**src/rtl/jt12_timer_bank.sv**
```systemverilog
// jt12_timer_bank: NUM_TIMERS up-counting timers with per-timer power-of-two
// prescalers, sticky overflow flags and a shared active-low IRQ.
// Optional macro JT12_TIMER_CSM_EN adds the csm_en input and the
// csm_keyon output, which together drive the CSM key-on pulse.
module jt12_timer_bank #(
   parameter int unsigned NUM_TIMERS = 2,
   parameter int unsigned CNT_W      = 10,
   parameter logic [31:0] PRESC      = 32'h40
) (
   input  logic                        clk,
   input  logic                        rst,
   input  logic                        clk_en,
   input  logic [NUM_TIMERS*CNT_W-1:0] value,
   input  logic [NUM_TIMERS-1:0]       load,
   input  logic [NUM_TIMERS-1:0]       enable_irq,
   input  logic [NUM_TIMERS-1:0]       clr_flag,
   output logic [NUM_TIMERS-1:0]       flag,
   output logic [NUM_TIMERS-1:0]       overflow,
   output logic                        irq_n
`ifdef JT12_TIMER_CSM_EN
   ,
   input  logic                        csm_en,
   output logic                        csm_keyon
`endif
);

   for (genvar gi = 0; gi < NUM_TIMERS; gi++) begin : g_tmr
      // Prescaler wraps at PMASK; a zero exponent gives PMASK=0, so every
      // enabled clk_en is a tick.
      localparam logic [14:0] PMASK = 15'((32'd1 << PRESC[4*gi +: 4]) - 32'd1);

      logic [CNT_W-1:0] cnt;
      logic [14:0]      presc;
      logic             load_q;
      logic             load_edge;
      logic             tick;
      logic             ovf;

      // Load-edge detect and prescaler tick decode.
      always_comb begin
         load_edge = load[gi] & ~load_q;
         tick      = load[gi] & clk_en & (presc == PMASK);
      end

      // Counter/prescaler state; a load edge has priority over a tick.
      always_ff @(posedge clk) begin
         if (rst) begin
            cnt    <= '0;
            presc  <= '0;
            load_q <= 1'b0;
            ovf    <= 1'b0;
         end else begin
            load_q <= load[gi];
            ovf    <= 1'b0;
            if (load_edge) begin
               cnt   <= value[CNT_W*gi +: CNT_W];
               presc <= '0;
            end else if (load[gi] && clk_en) begin
               presc <= (presc + 15'd1) & PMASK;
               if (tick) begin
                  if (cnt == '1) begin
                     cnt <= value[CNT_W*gi +: CNT_W];
                     ovf <= 1'b1;
                  end else begin
                     cnt <= cnt + CNT_W'(1);
                  end
               end
            end
         end
      end

      assign overflow[gi] = ovf;
   end

   // Sticky flags: a set in the same cycle as a clear wins; irq_n follows one clk later.
   always_ff @(posedge clk) begin
      if (rst) begin
         flag  <= '0;
         irq_n <= 1'b1;
      end else begin
         flag  <= (flag & ~clr_flag) | (overflow & enable_irq);
         irq_n <= ~|flag;
      end
   end

`ifdef JT12_TIMER_CSM_EN
   // One-clk key-on pulse following a timer 0 overflow in CSM mode.
   always_ff @(posedge clk) begin
      if (rst) begin
         csm_keyon <= 1'b0;
      end else begin
         csm_keyon <= overflow[0] & csm_en & load[0];
      end
   end
`endif

endmodule
```
**config.mk**
```make
export PLATFORM = sky130hd
export DESIGN_NAME = jt12_timer_bank
export DESIGN_NICKNAME = d
export VERILOG_FILES = /design/src/rtl/jt12_timer_bank.sv
export SDC_FILE = /design/constraint.sdc
export NUM_CORES = 1
export LEC_CHECK = 0
export BUFFER_PORTS_ARGS = -buffer_cell sky130_fd_sc_hd__buf_2
export CAP_MARGIN = 20
export CORE_UTILIZATION = 55
export DETAILED_ROUTE_END_ITERATION = 6
export HOLD_SLACK_MARGIN = 0.12
export PLACE_DENSITY = 0.84
export SLEW_MARGIN = 5
export SYNTH_ARGS = -nofsm -noshare
export SYNTH_HDL_FRONTEND = slang
export SYNTH_SLANG_ARGS = --single-unit
export TNS_END_PERCENT = 10
```
**constraint.sdc**
```tcl
create_clock -name clk -period 4.2 [get_ports clk]
set_input_delay 0.42 -clock clk [delete_from_list [all_inputs] [get_ports clk]]
set_output_delay 0.42 -clock clk [all_outputs]
set_load 0.03 [all_outputs]
```
### After elaboration in Yosys (flattened, before gate mapping)

Index checks and enable logic that the tools add are counted.

* bits in registers: 31
* input bits: 29
* output and inout port bits: 5
* word-level logic and storage cells: 53

* add/sub/neg operators: 3
* equality and inequality tests: 3
* multiplexer cells: 10
* bitwise logic cells: 15
* reduce and logical (&&, ||, !) cells: 13

Operators with widths (count)
* $mux 10: 8
* $add 10x1->10 const B: 2
* $eq 10x10->1 const B: 2
* $reduce_bool 2->1: 4
* $reduce_or 4->1: 2
* $not 1->1: 6
* $and 1x1->1: 5
* $add 4x1->4 const B: 1
* $and 2x2->2: 2
* $eq 4x4->1 const B: 1
* $reduce_and 2->1: 2
* $reduce_or 2->1: 2
* $logic_and 1x1->1: 2
* $mux 1: 2
* $not 2->2: 1
* $or 2x2->2: 1
* $logic_not 1->1: 1

### Depth between registers and ports, before layout

Gate-level depths: netlist of run 1.

* depth in word-level cells: 5
* depth in mapped cells: 7
* depth with buffers taken out: 5

### Least setup slack after synthesis of run 1

OpenSTA, ideal clock, no wires.

* path kind: reg-to-reg
* start: register g_tmr[1].cnt[0]
* end: register g_tmr[1].cnt[9]
* setup time: 132 ps
* arrival: 1429 ps
* data required time: 4068 ps
* path slack: 2639 ps
* cell stages (with the launch flop): 7
* buffers on the path: 1
* clock period less this slack: 1561 ps
* cells stage by stage: dfxtp_1 ha_1 buf_2 a21oi_1 or4b_1 a21oi_1 o32ai_1

* word-level cells in the longest chain between the ends: 5
* elaborated cells on any way between the ends: 6
* those cells by class: add/sub: 1; eq/ne: 1; mux: 4

RTL lines
* from (decl): RTL line 32 `logic [CNT_W-1:0] cnt;`
* from (signal assigned): RTL line 56 `cnt <= value[CNT_W*gi +: CNT_W];`
* from (signal assigned): RTL line 62 `cnt <= value[CNT_W*gi +: CNT_W];`
* from (signal assigned): RTL line 65 `cnt <= cnt + CNT_W'(1);`
* $add 10x1->10 / $eq 10x10->1 (equally long branches): RTL line 65, 61
* $mux 10 *: RTL line 61 `if (cnt == '1) begin`
* $mux 10 *: RTL line 60 `if (tick) begin`
* $mux 10 *: RTL line 58 `end else if (load[gi] && clk_en) begin`
* $mux 10 *: RTL line 55 `if (load_edge) begin`

Mark *: on every way between the ends. The rest lies on a longest branch, timed or not. The select of a mux whose other input is x is not followed.
A chain may end at the register's enable or synchronous reset.

### Final worst setup path of run 1

* start: register g_tmr[1].cnt[0]
* end: register g_tmr[1].cnt[1]

The elaborated chain is that of the path after synthesis.

==> summary.log, run 1 <==
INFO  status         status=finished clean
INFO  cts            post_cts_buffers=0
INFO  cts            numClockSinks=31
INFO  finish         multiInputGateArea=0.00113mm2
INFO  yosys          synth.net_count=262
INFO  yosys          synth_top_area_frac=0.333
INFO  cts            numCtsBuffers=5
INFO  yosys          synth-seq-cells=31
INFO  power          total_leakage_power=0.722nW
INFO  yosys          postSynth.asyncResetShare=0
INFO  power          worst_voltage_drop_across_the_vdd_grid=178uV
INFO  cts            postCtsResizedCells=0
INFO  cts            tritoncts_clock_tree=yes
INFO  grt            grtUsageTotal=0.265
INFO  cts            cts.root.buffer_cell=clkbuf_4
INFO  floorplan      starting_density_of_the_core=0.596
INFO  timing         setup-violations-final=0
INFO  floorplan      core-area=0.00313mm2
INFO  finish         fillerInstances=299
INFO  worst_setup_path arrival=2.19ns
INFO  timing         timing.final.hold_violations=0
INFO  placement      hpwl_detailed=3.03mm
INFO  yosys          dominantRegCellSynth=dfxtp_1
INFO  detailed_routing via_count=1844
INFO  cts            clk-insertion-delay-late=0.35ns
INFO  worst_setup_path setup.worst_path.start_class=register
INFO  hold_path      hold_path.class=input port to register
INFO  grt            largest_net_degree_at_the_start_of_global_routing=36
INFO  timing         timing.slew.headroom=0.562
INFO  finish         fin_area=0.00205mm2
INFO  detailed_routing count_of_nets_left_with_antenna_violations_after_detail_routing=0
INFO  placement      placedInstanceArea=0.00200mm2
INFO  timing         layout_setup_ws=2.28ns
INFO  timing         max_freq=520MHz
INFO  finish         layout_common_cells=buf_2 (33), dfxtp_1 (31), nand2_1 (20)
INFO  detailed_routing drt_pre_antenna_iters=4
INFO  grt            grt_pass1_vias=1619
INFO  power          power.density=280mW/mm2
INFO  worst_setup_path cp_data_required_time=4.46ns
INFO  timing         timing.final.crit_period=1.92ns
INFO  detailed_routing wl=4.21mm
INFO  floorplan      die_w=60.2um
INFO  timing         layout_worst_path_cycle_share=0.458
INFO  placement      gpl.final_weighted_congestion=0.917
INFO  worst_setup_path setup.worst_path.class=register to register
INFO  yosys          synth-edff-count=0
INFO  cts            cts.hold.buffers_added=0
INFO  timing         final-max-slew-violation-count=0
INFO  finish         design.final.nets=287
INFO  cts            number_of_h_tree_branching_levels=2
INFO  timing         tightest_slew=0.652ns
INFO  placement      preCtsSetupSlack=2.32ns
INFO  detailed_routing drt-initial-drc-count=114
INFO  floorplan      io_pins=34
INFO  finish         mostFrequentLayoutCell=buf_2
INFO  yosys          synth_top_area_cell=dfxtp_1
INFO  yosys          synth_cell_type_count=56
INFO  grt            grt_overflow_total=0
INFO  yosys          ys.warnings.count=0
INFO  grt            antenna_found_initial=0
INFO  run            maxcap_viol_count=0
INFO  detailed_routing via_per_inst=6.15
INFO  finish         seq_area=621um2
INFO  yosys          post_synth_main_area_contributors=dfxtp_1 (33%), a21oi_1 (5.1%), nand3_1 (4.3%)
INFO  cts            clock_tree.buffer_depth=2
INFO  yosys          synth_seq_area_share=0.333
INFO  detailed_routing route.detailed.wl_per_inst=14.0um
INFO  finish         antenna_diode_count=0
INFO  yosys          synth.cell_area=0.00186mm2
INFO  grt            first_pass_grt_wire_length=7.13mm
INFO  floorplan      die-area=0.00362mm2
INFO  floorplan      row_count=20
INFO  yosys          mean_syn_cell_area=8.10um2
INFO  worst_setup_path worstPathMaxFanout=10
INFO  cts            clk_pin_slew=0.11ns
INFO  timing         clock_skew=0.0113ns
INFO  finish         syn2layout_area_growth=9.94%
INFO  detailed_routing post-route-drc-count=0
INFO  placement      port-buffer-count=33
INFO  timing         unrepaired_setup_endpoints_after_global_routing=false
INFO  yosys          netlist_instances=230
INFO  floorplan      die_h=60.2um
INFO  worst_setup_path timing.critical_path.to_type=register
INFO  finish         post_route_cells_drive_above_1_share=0.211
INFO  timing         timing.setup.tns=0ns
==> cells by family (layout without fill, tap and decap cells) <==
| group | count (synthesis) | count (layout) | synth area share |
|---|---|---|---|
| adder cells (fa/ha/maj) | 3 | 3 | 0.0201 |
| flip-flops | 31 | 31 | 0.333 |
| buffers and inverters | 21 | 47 | 0.0591 |
| AND/OR/NAND/NOR | 103 | 103 | 0.316 |
| AO/OA/AOI/OAI | 71 | 71 | 0.266 |
| multiplexers | 1 | 1 | 0.00537 |
==> power breakdown <==
| part | internal (W) | total, W | switching (W) | leakage (nW) |
|---|---|---|---|---|
| sequential | 0.000306 | 0.000322 | 0.0000165 | 0.253 |
| clock | 0.0000621 | 0.000171 | 0.000109 | 0.0347 |
| combinational | 0.0000328 | 0.0000794 | 0.0000466 | 0.434 |
| total | 0.000401 | 0.000573 | 0.000172 | 0.722 |
==> synth_stat cells (2+ instances only) <==
library cell and instances:
ha_1 3, and3_1 2, and4_1 5, a22oi_1 2, nor4_1 8, a21oi_1 19, and2_1 2, o31ai_4 2
dfxtp_1 31, o21ai_0 8, inv_1 4, buf_4 3, nand3_1 16, o21ai_1 7, nand2b_1 7, a31oi_1 9
buf_2 4, nor2_1 15, nand2_1 20, nand4_1 3, a32oi_1 2, or3_1 4, nor3_1 6, inv_2 2
a21boi_0 2, a311oi_1 3, nor2b_1 4, o32ai_1 3, clkbuf_1 6, buf_6 2
==> through the flow <==
| stage | total power, W | std cells | util | hold WS [ns] |
|---|---|---|---|---|
| detailed placement | 0.000407 | 292 | 0.638 | 0.459 |
| finish | 0.000573 | 300 | 0.655 | 0.306 |
| global placement | 0.000405 | 292 | 0.638 | 0.441 |
| global route | 0.000602 | 300 | 0.655 | 0.305 |
| floorplan | 0.000383 | 230 | - | 0.439 |
| CTS | 0.000576 | 300 | 0.655 | 0.298 |
==> area by class of cell <==
class	count	area share
inverters	6	0.0110
repair buffers	33	0.0806
flip-flops and latches	31	0.303
clock buffers	5	0.0183
clock inverters	3	0.00733
multi-input cells	178	0.553
well taps	44	0.0269
==> path summary, 6_finish.rpt <==
path                             endpoint  slack [ns]  depth (start not counted)                    startpoint
max          g_tmr[1].cnt[1]$_SDFFE_PP0P_        2.28                          5  g_tmr[1].cnt[0]$_SDFFE_PP0P_
max reg2reg  g_tmr[1].cnt[1]$_SDFFE_PP0P_        2.28                          5  g_tmr[1].cnt[0]$_SDFFE_PP0P_
min reg2reg            flag[0]$_SDFF_PP0_        0.46                          2       g_tmr[0].ovf$_SDFF_PP0_
min                    flag[1]$_SDFF_PP0_        0.31                          3                 enable_irq[1]
==> sequential cells by signal, indices dropped and copies added (netlist names) <==
name,cells
g_tmr.ovf,2
g_tmr.load_q,2
irq_n,1
g_tmr.presc,4
flag,2
g_tmr.cnt,20
==> worst max-delay path, cell delays in order, from the launching register on <==
cell and delay [ns]:
dfxtp_1 0.43, ha_1 0.37, nand3_1 0.21, o31ai_4 0.44
nand2_1 0.12, a311oi_1 0.28
==> metal layers <==
metal  wire, um  GRT usage  share of wire
met2       1910      0.399           0.45
met4         75      0.126          0.018
met5          0          0              0
met1       1990      0.354           0.47
met3        235     0.0606          0.056
No activity file was read; power rests on OpenSTA's default activity.
==> run 2: changes to the inputs <==
CORE_UTILIZATION = 50   (was 55)
PLACE_DENSITY = 0.81   (was 0.84)
clock period = 1.6 ns   (was 4.2 ns; I/O delays follow)
==> summary.log, run 2 (synthesis results as in run 1) <==
INFO  status         status=finished clean
INFO  worst_setup_path setup.worst_path.start_class=register
INFO  floorplan      core-area=0.00344mm2 [+10%]
INFO  floorplan      row_count=21 [+5.0%]
INFO  grt            grt_pass1_vias=1759 [+8.6%]
INFO  placement      gpl.final_weighted_congestion=0.884 [-3.7%]
INFO  worst_setup_path timing.critical_path.to_type=register
INFO  power          worst_voltage_drop_across_the_vdd_grid=610uV [+240%]
INFO  timing         timing.final.hold_violations=0 [unchanged]
INFO  placement      port-buffer-count=33 [unchanged]
INFO  detailed_routing route.detailed.wl_per_inst=15.1um [+8.0%]
INFO  timing         tightest_slew=0.648ns [-0.00438 ns]
INFO  floorplan      die-area=0.00397mm2 [+9.7%]
INFO  timing         final-max-slew-violation-count=0 [unchanged]
INFO  placement      hpwl_detailed=3.41mm [+13%]
INFO  grt            grt_use_met1=0.356 [+0.00200]
INFO  worst_setup_path arrival=1.75ns [-0.44 ns]
INFO  detailed_routing wl=4.97mm [+18%]
INFO  finish         fin_area=0.00238mm2 [+16%]
INFO  cts            numCtsBuffers=5 [unchanged]
INFO  timing         timing.final.crit_period=1.52ns [-0.400 ns]
INFO  placement      dp.cells=317 [+8.6%]
INFO  finish         design.final.nets=313 [+9.1%]
INFO  power          p_switching=0.000507W [+190%]
INFO  worst_setup_path setup.worst_path.class=register to register
INFO  grt            antenna_found_initial=0 [unchanged]
INFO  floorplan      io_pins=34 [unchanged]
INFO  power          power.density=820mW/mm2 [+190%]
INFO  cts            numClockSinks=31 [unchanged]
INFO  detailed_routing count_of_nets_left_with_antenna_violations_after_detail_routing=0 [unchanged]
INFO  detailed_routing via_count=1967 [+6.7%]
INFO  finish         instances_no_fill=328 [+9.3%]
INFO  timing         layout_worst_path_cycle_share=0.952 [+0.494]
INFO  timing         max_freq=656MHz [+26%]
INFO  cts            tritoncts_clock_tree=yes
INFO  grt            grtUsageTotal=0.263 [-0.00220]
INFO  cts            cts.root.buffer_cell=clkbuf_8
INFO  timing         setup-violations-final=0 [unchanged]
INFO  finish         mostFrequentLayoutCell=buf_2
INFO  grt            first_pass_grt_wire_length=8.20mm [+15%]
INFO  power          clock_power_share=0.420 [+0.121]
INFO  worst_setup_path cp_data_required_time=1.82ns [-2.64 ns]
INFO  timing         clock_skew=0.00594ns [-0.00540 ns]
INFO  power          seq_power_share=0.432 [-0.131]
INFO  floorplan      die_w=63.0um [+4.7%]
INFO  finish         fillerInstances=274 [-8.4%]
INFO  timing         timing.slew.headroom=0.568 [+0.00584]
INFO  floorplan      die_h=63.0um [+4.7%]
INFO  finish         largest-register=g_tmr.cnt
INFO  grt            largest_net_degree_at_the_start_of_global_routing=36 [unchanged]
INFO  grt            grt_util_met2=0.390 [-0.00896]
INFO  grt            grt_use_met3=0.0748 [+0.0142]
INFO  detailed_routing drt_pre_antenna_iters=4 [unchanged]
INFO  finish         layout_common_cells=buf_2 (33), dfxtp_1 (27), buf_4 (23)
INFO  finish         layout_top_registers=g_tmr.cnt: 20 flops, g_tmr.presc: 4 flops
INFO  cts            clk-insertion-delay-late=0.30ns [-0.05 ns]
INFO  detailed_routing via_per_inst=6.00 [-2.4%]
INFO  detailed_routing drt-initial-drc-count=221 [+94%]
INFO  floorplan      starting_density_of_the_core=0.541 [-0.0543]
INFO  finish         post_route_cells_drive_above_1_share=0.305 [+0.0940]
INFO  finish         antenna_diode_count=0 [unchanged]
INFO  power          total_leakage_power=0.881nW [+22%]
INFO  cts            number_of_h_tree_branching_levels=2 [unchanged]
INFO  power          power.share.combinational=0.148 [+0.009]
INFO  power          cellInternalPower=0.00144W [+260%]
INFO  grt            grt-busiest-layer=met2
INFO  worst_setup_path worstPathMaxFanout=10 [unchanged]
INFO  cts            clk_pin_slew=0.07ns [-0.04 ns]
INFO  detailed_routing post-route-drc-count=0 [unchanged]
INFO  placement      preCtsSetupSlack=-0.0329ns [-2.36 ns]
INFO  finish         syn2layout_area_growth=27.7%
INFO  power          p_total=0.00195W [+240%]
INFO  power          switching_share=0.260 [-0.0405]
INFO  timing         layout_setup_ws=0.0762ns [-2.20 ns]
INFO  grt            grt_overflow_total=0 [unchanged]
INFO  finish         largest_reg_flops=20 [unchanged]
INFO  hold_path      hold_path.class=input port to register
INFO  cts            clock_tree.buffer_depth=2 [unchanged]
INFO  run            maxcap_viol_count=0 [unchanged]
INFO  placement      placedInstanceArea=0.00218mm2 [+9.4%]
-- run 2: cell count changes in the layout (fill, tap and decap cells not counted), moves of 3 or more --
cell / previous run / this run
clkbuf_8: 0 / 6
buf_4: 0 / 23
dfxtp_2: 0 / 3
dfxtp_1: 31 / 27
clkbuf_4: 5 / 0
-- run 2: critical path, stage by stage, from the launching register on --
cell	delay, ns
dfxtp_1	0.38
ha_1	0.20
and4_4	0.27
o21ai_4	0.11
or3_1	0.34
a31oi_1	0.16
-- run 2: power groups by stage --
| stage | combinational, W | sequential (W) | clock, W |
|---|---|---|---|
| floorplan | 0.000154 | 0.000851 | 0 |
| global placement | 0.000264 | 0.000851 | 0 |
| detailed placement | 0.000268 | 0.000854 | 0 |
| CTS | 0.000273 | 0.000838 | 0.000817 |
| global route | 0.000316 | 0.000847 | 0.000872 |
| finish | 0.000288 | 0.000843 | 0.000819 |
-- run 2: path summary, 6_finish.rpt --
| check | from | end | slack [ns] | depth (start not counted) |
|---|---|---|---|---|
| hold / removal | clr_flag[1] | flag[1]$_SDFF_PP0_ | 0.12 | 3 |
| hold reg to reg | g_tmr[0].ovf$_SDFF_PP0_ | flag[0]$_SDFF_PP0_ | 0.47 | 2 |
| setup reg to reg | g_tmr[1].presc[0]$_SDFFE_PP0P_ | g_tmr[1].cnt[0]$_SDFFE_PP0P_ | 0.08 | 5 |
| setup / recovery | g_tmr[1].presc[0]$_SDFFE_PP0P_ | g_tmr[1].cnt[0]$_SDFFE_PP0P_ | 0.08 | 5 |
-- run 2: stage by stage --
| stage | utilization | setup TNS, ns | hold WS, ns |
|---|---|---|---|
| after floorplan | - | 0 | 0.288 |
| after global placement | 0.634 | 0 | 0.407 |
| after detailed placement | 0.634 | -0.0620 | 0.418 |
| after CTS | 0.675 | 0 | 0.125 |
| after global routing | 0.691 | -0.0375 | 0.121 |
| final | 0.691 | 0 | 0.121 |
-- run 2: what timing repair did --
item | CTS | global route
buffers inserted | 0 | 1
pin swaps | 1 | 2
endpoints found under the setup margin | 4 | 14
hold buffers | 2 | 0
resized for setup | 2 | 12
endpoints found under the hold margin | 2 | 0
-- run 2: metal layers --
layer	vias to the layer above	routed length, um
li1	981	-
met1	891	2220
met2	89	2240
met3	6	448
met4	0	61
met5	-	0
-- run 2: final cells by class --
type / count / area, um2 / share of cell area
repair buffers: 59 / 378 / 0.159
well taps: 46 / 57.6 / 0.0242
clock inverters: 2 / 35.0 / 0.0147
flip-flops and latches: 31 / 628 / 0.264
inverters: 6 / 22.5 / 0.00946
clock buffers: 6 / 82.6 / 0.0347
multi-input cells: 178 / 1180 / 0.494
==> run 3: changes to the inputs <==
CTS_CLUSTER_DIAMETER = 150   (was not set)
MAX_ROUTING_LAYER = met4   (was not set)
==> summary.log, run 3 (synthesis results as in run 1) <==
INFO  floorplan      die-area=0.00397mm2 [unchanged]
INFO  finish         mostFrequentLayoutCell=buf_2
INFO  worst_setup_path timing.critical_path.to_type=register
INFO  placement      port-buffer-count=33 [unchanged]
INFO  worst_setup_path setup.worst_path.start_class=register
INFO  floorplan      io_pins=34 [unchanged]
INFO  floorplan      die_w=63.0um [unchanged]
INFO  timing         layout_setup_ws=0.0764ns [+0.000230 ns]
INFO  timing         max_freq=656MHz [about the same]
INFO  run            maxcap_viol_count=0 [unchanged]
INFO  floorplan      row_count=21 [unchanged]
INFO  worst_setup_path worst_r2r_path_depth=4 [-1]
INFO  placement      preCtsSetupSlack=-0.0329ns [unchanged]
INFO  detailed_routing post-route-drc-count=0 [unchanged]
INFO  finish         instances_no_fill=328 [unchanged]
INFO  finish         layout_common_cells=buf_2 (33), dfxtp_1 (27), buf_4 (23)
INFO  grt            grt_pass1_vias=1758 [-0.057%]
INFO  hold_path      worstHoldEndpoint=flag[1]$_SDFF_PP0_
INFO  finish         layout_top_registers=g_tmr.cnt: 20 flops, g_tmr.presc: 4 flops
INFO  detailed_routing wl=4.93mm [-0.80%]
INFO  placement      placedInstanceArea=0.00218mm2 [unchanged]
INFO  detailed_routing count_of_nets_left_with_antenna_violations_after_detail_routing=0 [unchanged]
INFO  finish         fin_area=0.00238mm2 [unchanged]
INFO  worst_setup_path setup.worst_path.class=register to register
INFO  grt            grtUsageTotal=0.271 [+0.00786]
INFO  detailed_routing via_per_inst=5.99 [about the same]
INFO  cts            numClockSinks=31 [unchanged]
INFO  worst_setup_path ff2ff_setup_slack=0.08ns [about the same]
INFO  detailed_routing via_count=1966 [-0.051%]
INFO  power          power.share.combinational=0.147 [about the same]
INFO  power          power.density=819mW/mm2 [about the same]
INFO  detailed_routing route.detailed.wl_per_inst=15.0um [-0.80%]
INFO  cts            clk_pin_slew=0.07ns [about the same]
INFO  power          worst_voltage_drop_across_the_vdd_grid=609uV [about the same]
INFO  hold_path      hold_depth=3 [unchanged]
INFO  cts            clock_tree.buffer_depth=2 [unchanged]
INFO  power          switching_share=0.260 [-0.000330]
INFO  floorplan      die_h=63.0um [unchanged]
INFO  floorplan      core-area=0.00344mm2 [unchanged]
INFO  floorplan      starting_density_of_the_core=0.541 [unchanged]
INFO  grt            first_pass_grt_wire_length=8.20mm [unchanged]
INFO  status         status=finished clean
INFO  finish         design.final.nets=313 [unchanged]
INFO  power          p_switching=0.000506W [-0.18%]
INFO  placement      dp.cells=317 [unchanged]
INFO  grt            largest_net_degree_at_the_start_of_global_routing=36 [unchanged]
INFO  worst_setup_path cp_data_required_time=1.76ns [-0.06 ns]
INFO  placement      hpwl_detailed=3.41mm [unchanged]
INFO  power          p_total=0.00195W [about the same]
INFO  timing         final-max-slew-violation-count=0 [unchanged]
INFO  placement      gpl.final_weighted_congestion=0.899 [+1.7%]
INFO  timing         layout_worst_path_cycle_share=0.952 [about the same]
INFO  grt            antenna_found_initial=0 [unchanged]
INFO  power          seq_power_share=0.433 [about the same]
INFO  detailed_routing drt_pre_antenna_iters=4 [unchanged]
INFO  timing         clock_skew=0.00752ns [+0.00158 ns]
INFO  power          total_leakage_power=0.881nW [unchanged]
INFO  power          clock_power_share=0.420 [about the same]
INFO  grt            grt_overflow_total=0 [unchanged]
INFO  finish         final_core_utilization=0.691 [unchanged]
INFO  timing         timing.slew.headroom=0.572 [+0.00404]
INFO  finish         antenna_diode_count=0 [unchanged]
INFO  worst_setup_path reg2reg_from=g_tmr[1].cnt[4]$_SDFFE_PP0P_
INFO  finish         syn2layout_area_growth=27.7% [unchanged]
INFO  detailed_routing drt-initial-drc-count=218 [-1.4%]
INFO  worst_setup_path arrival=1.68ns [-0.07 ns]
INFO  timing         timing.final.hold_violations=0 [unchanged]
INFO  cts            number_of_h_tree_branching_levels=2 [unchanged]
INFO  cts            clk-insertion-delay-late=0.30ns [about the same]
INFO  worst_setup_path worstPathMaxFanout=6 [-4]
INFO  cts            numCtsBuffers=5 [unchanged]
INFO  finish         largest_reg_flops=20 [unchanged]
INFO  power          cellInternalPower=0.00144W [about the same]
INFO  finish         largest-register=g_tmr.cnt
INFO  cts            cts.root.buffer_cell=clkbuf_8
INFO  timing         setup-violations-final=0 [unchanged]
INFO  hold_path      hold_path.class=input port to register
INFO  finish         post_route_cells_drive_above_1_share=0.305 [unchanged]
INFO  worst_setup_path worstReg2RegEnd=g_tmr[1].cnt[9]$_SDFFE_PP0P_
INFO  timing         timing.final.crit_period=1.52ns [-0.000230 ns]
INFO  hold_path      min-delay-start=clr_flag[1]
INFO  timing         tightest_slew=0.642ns [-0.00605 ns]
INFO  cts            tritoncts_clock_tree=yes
-- run 3: cell counts in the layout (fill, tap and decap cells not counted) --
Identical to the previous run, type by type.
-- run 3: worst max path at each step --
stage / startpoint / end / slack (ns)
2_1_floorplan: g_tmr[1].cnt[0]$_SDFFE_PP0P_ / g_tmr[1].cnt[9]$_SDFFE_PP0P_ / 0.04
3_3_place_gp: g_tmr[1].cnt[0]$_SDFFE_PP0P_ / g_tmr[1].cnt[3]$_SDFFE_PP0P_ / 0.05
3_5_place_dp: g_tmr[1].cnt[3]$_SDFFE_PP0P_ / g_tmr[1].cnt[9]$_SDFFE_PP0P_ / -0.03
4_1_cts: g_tmr[1].cnt[5]$_SDFFE_PP0P_ / g_tmr[1].cnt[9]$_SDFFE_PP0P_ / 0.006
5_1_grt: g_tmr[0].cnt[0]$_SDFFE_PP0P_ / g_tmr[0].cnt[3]$_SDFFE_PP0P_ / -0.01
6_report: g_tmr[1].cnt[4]$_SDFFE_PP0P_ / g_tmr[1].cnt[9]$_SDFFE_PP0P_ / 0.08
-- run 3: power by group through the flow --
stage	registers, W	logic (W)	clock network [W]
3_3_place_gp	0.000851	0.000264	0
5_1_grt	0.000847	0.000316	0.000872
3_5_place_dp	0.000854	0.000268	0
2_1_floorplan	0.000851	0.000154	0
6_report	0.000843	0.000287	0.000819
4_1_cts	0.000838	0.000273	0.000817
-- run 3: per-stage QoR --
step | setup TNS, ns | hold slack (ns)
floorplan | 0 | 0.288
global placement | 0 | 0.407
detailed placement | -0.0620 | 0.418
CTS | 0 | 0.125
global route | -0.0379 | 0.121
finish | 0 | 0.119
-- run 3: timing repair --
item,4_1_cts,5_1_grt
cloned,0,0
buffers inserted,0,1
pin swaps,1,2
resized for setup,2,12
hold endpoints to repair,2,0
hold buffers,2,0
endpoints found under the setup margin,4,14
-- run 3: final cells by class --
cell class | count | area [um2]
multi-input combinational | 178 | 1180
tap | 46 | 57.6
fill | 274 | 1060
timing repair buffer | 59 | 378
inverter | 6 | 22.5
clock buffer | 6 | 82.6
sequential | 31 | 628
clock inverter | 2 | 35.0
-- run 3: critical path, stage by stage (launching register included) --
cell	delay, ns
dfxtp_2	0.40
nand4_4	0.17
or4b_1	0.57
a21oi_1	0.16
o32ai_1	0.10
-- run 3: metal layers --
layer	global-route usage	up-vias	routed length [um]
met4	0.0988	0	36
met2	0.390	77	2270
met1	0.358	901	2260
li1	-	984	-
met5	-	-	0
met3	0.0730	4	357
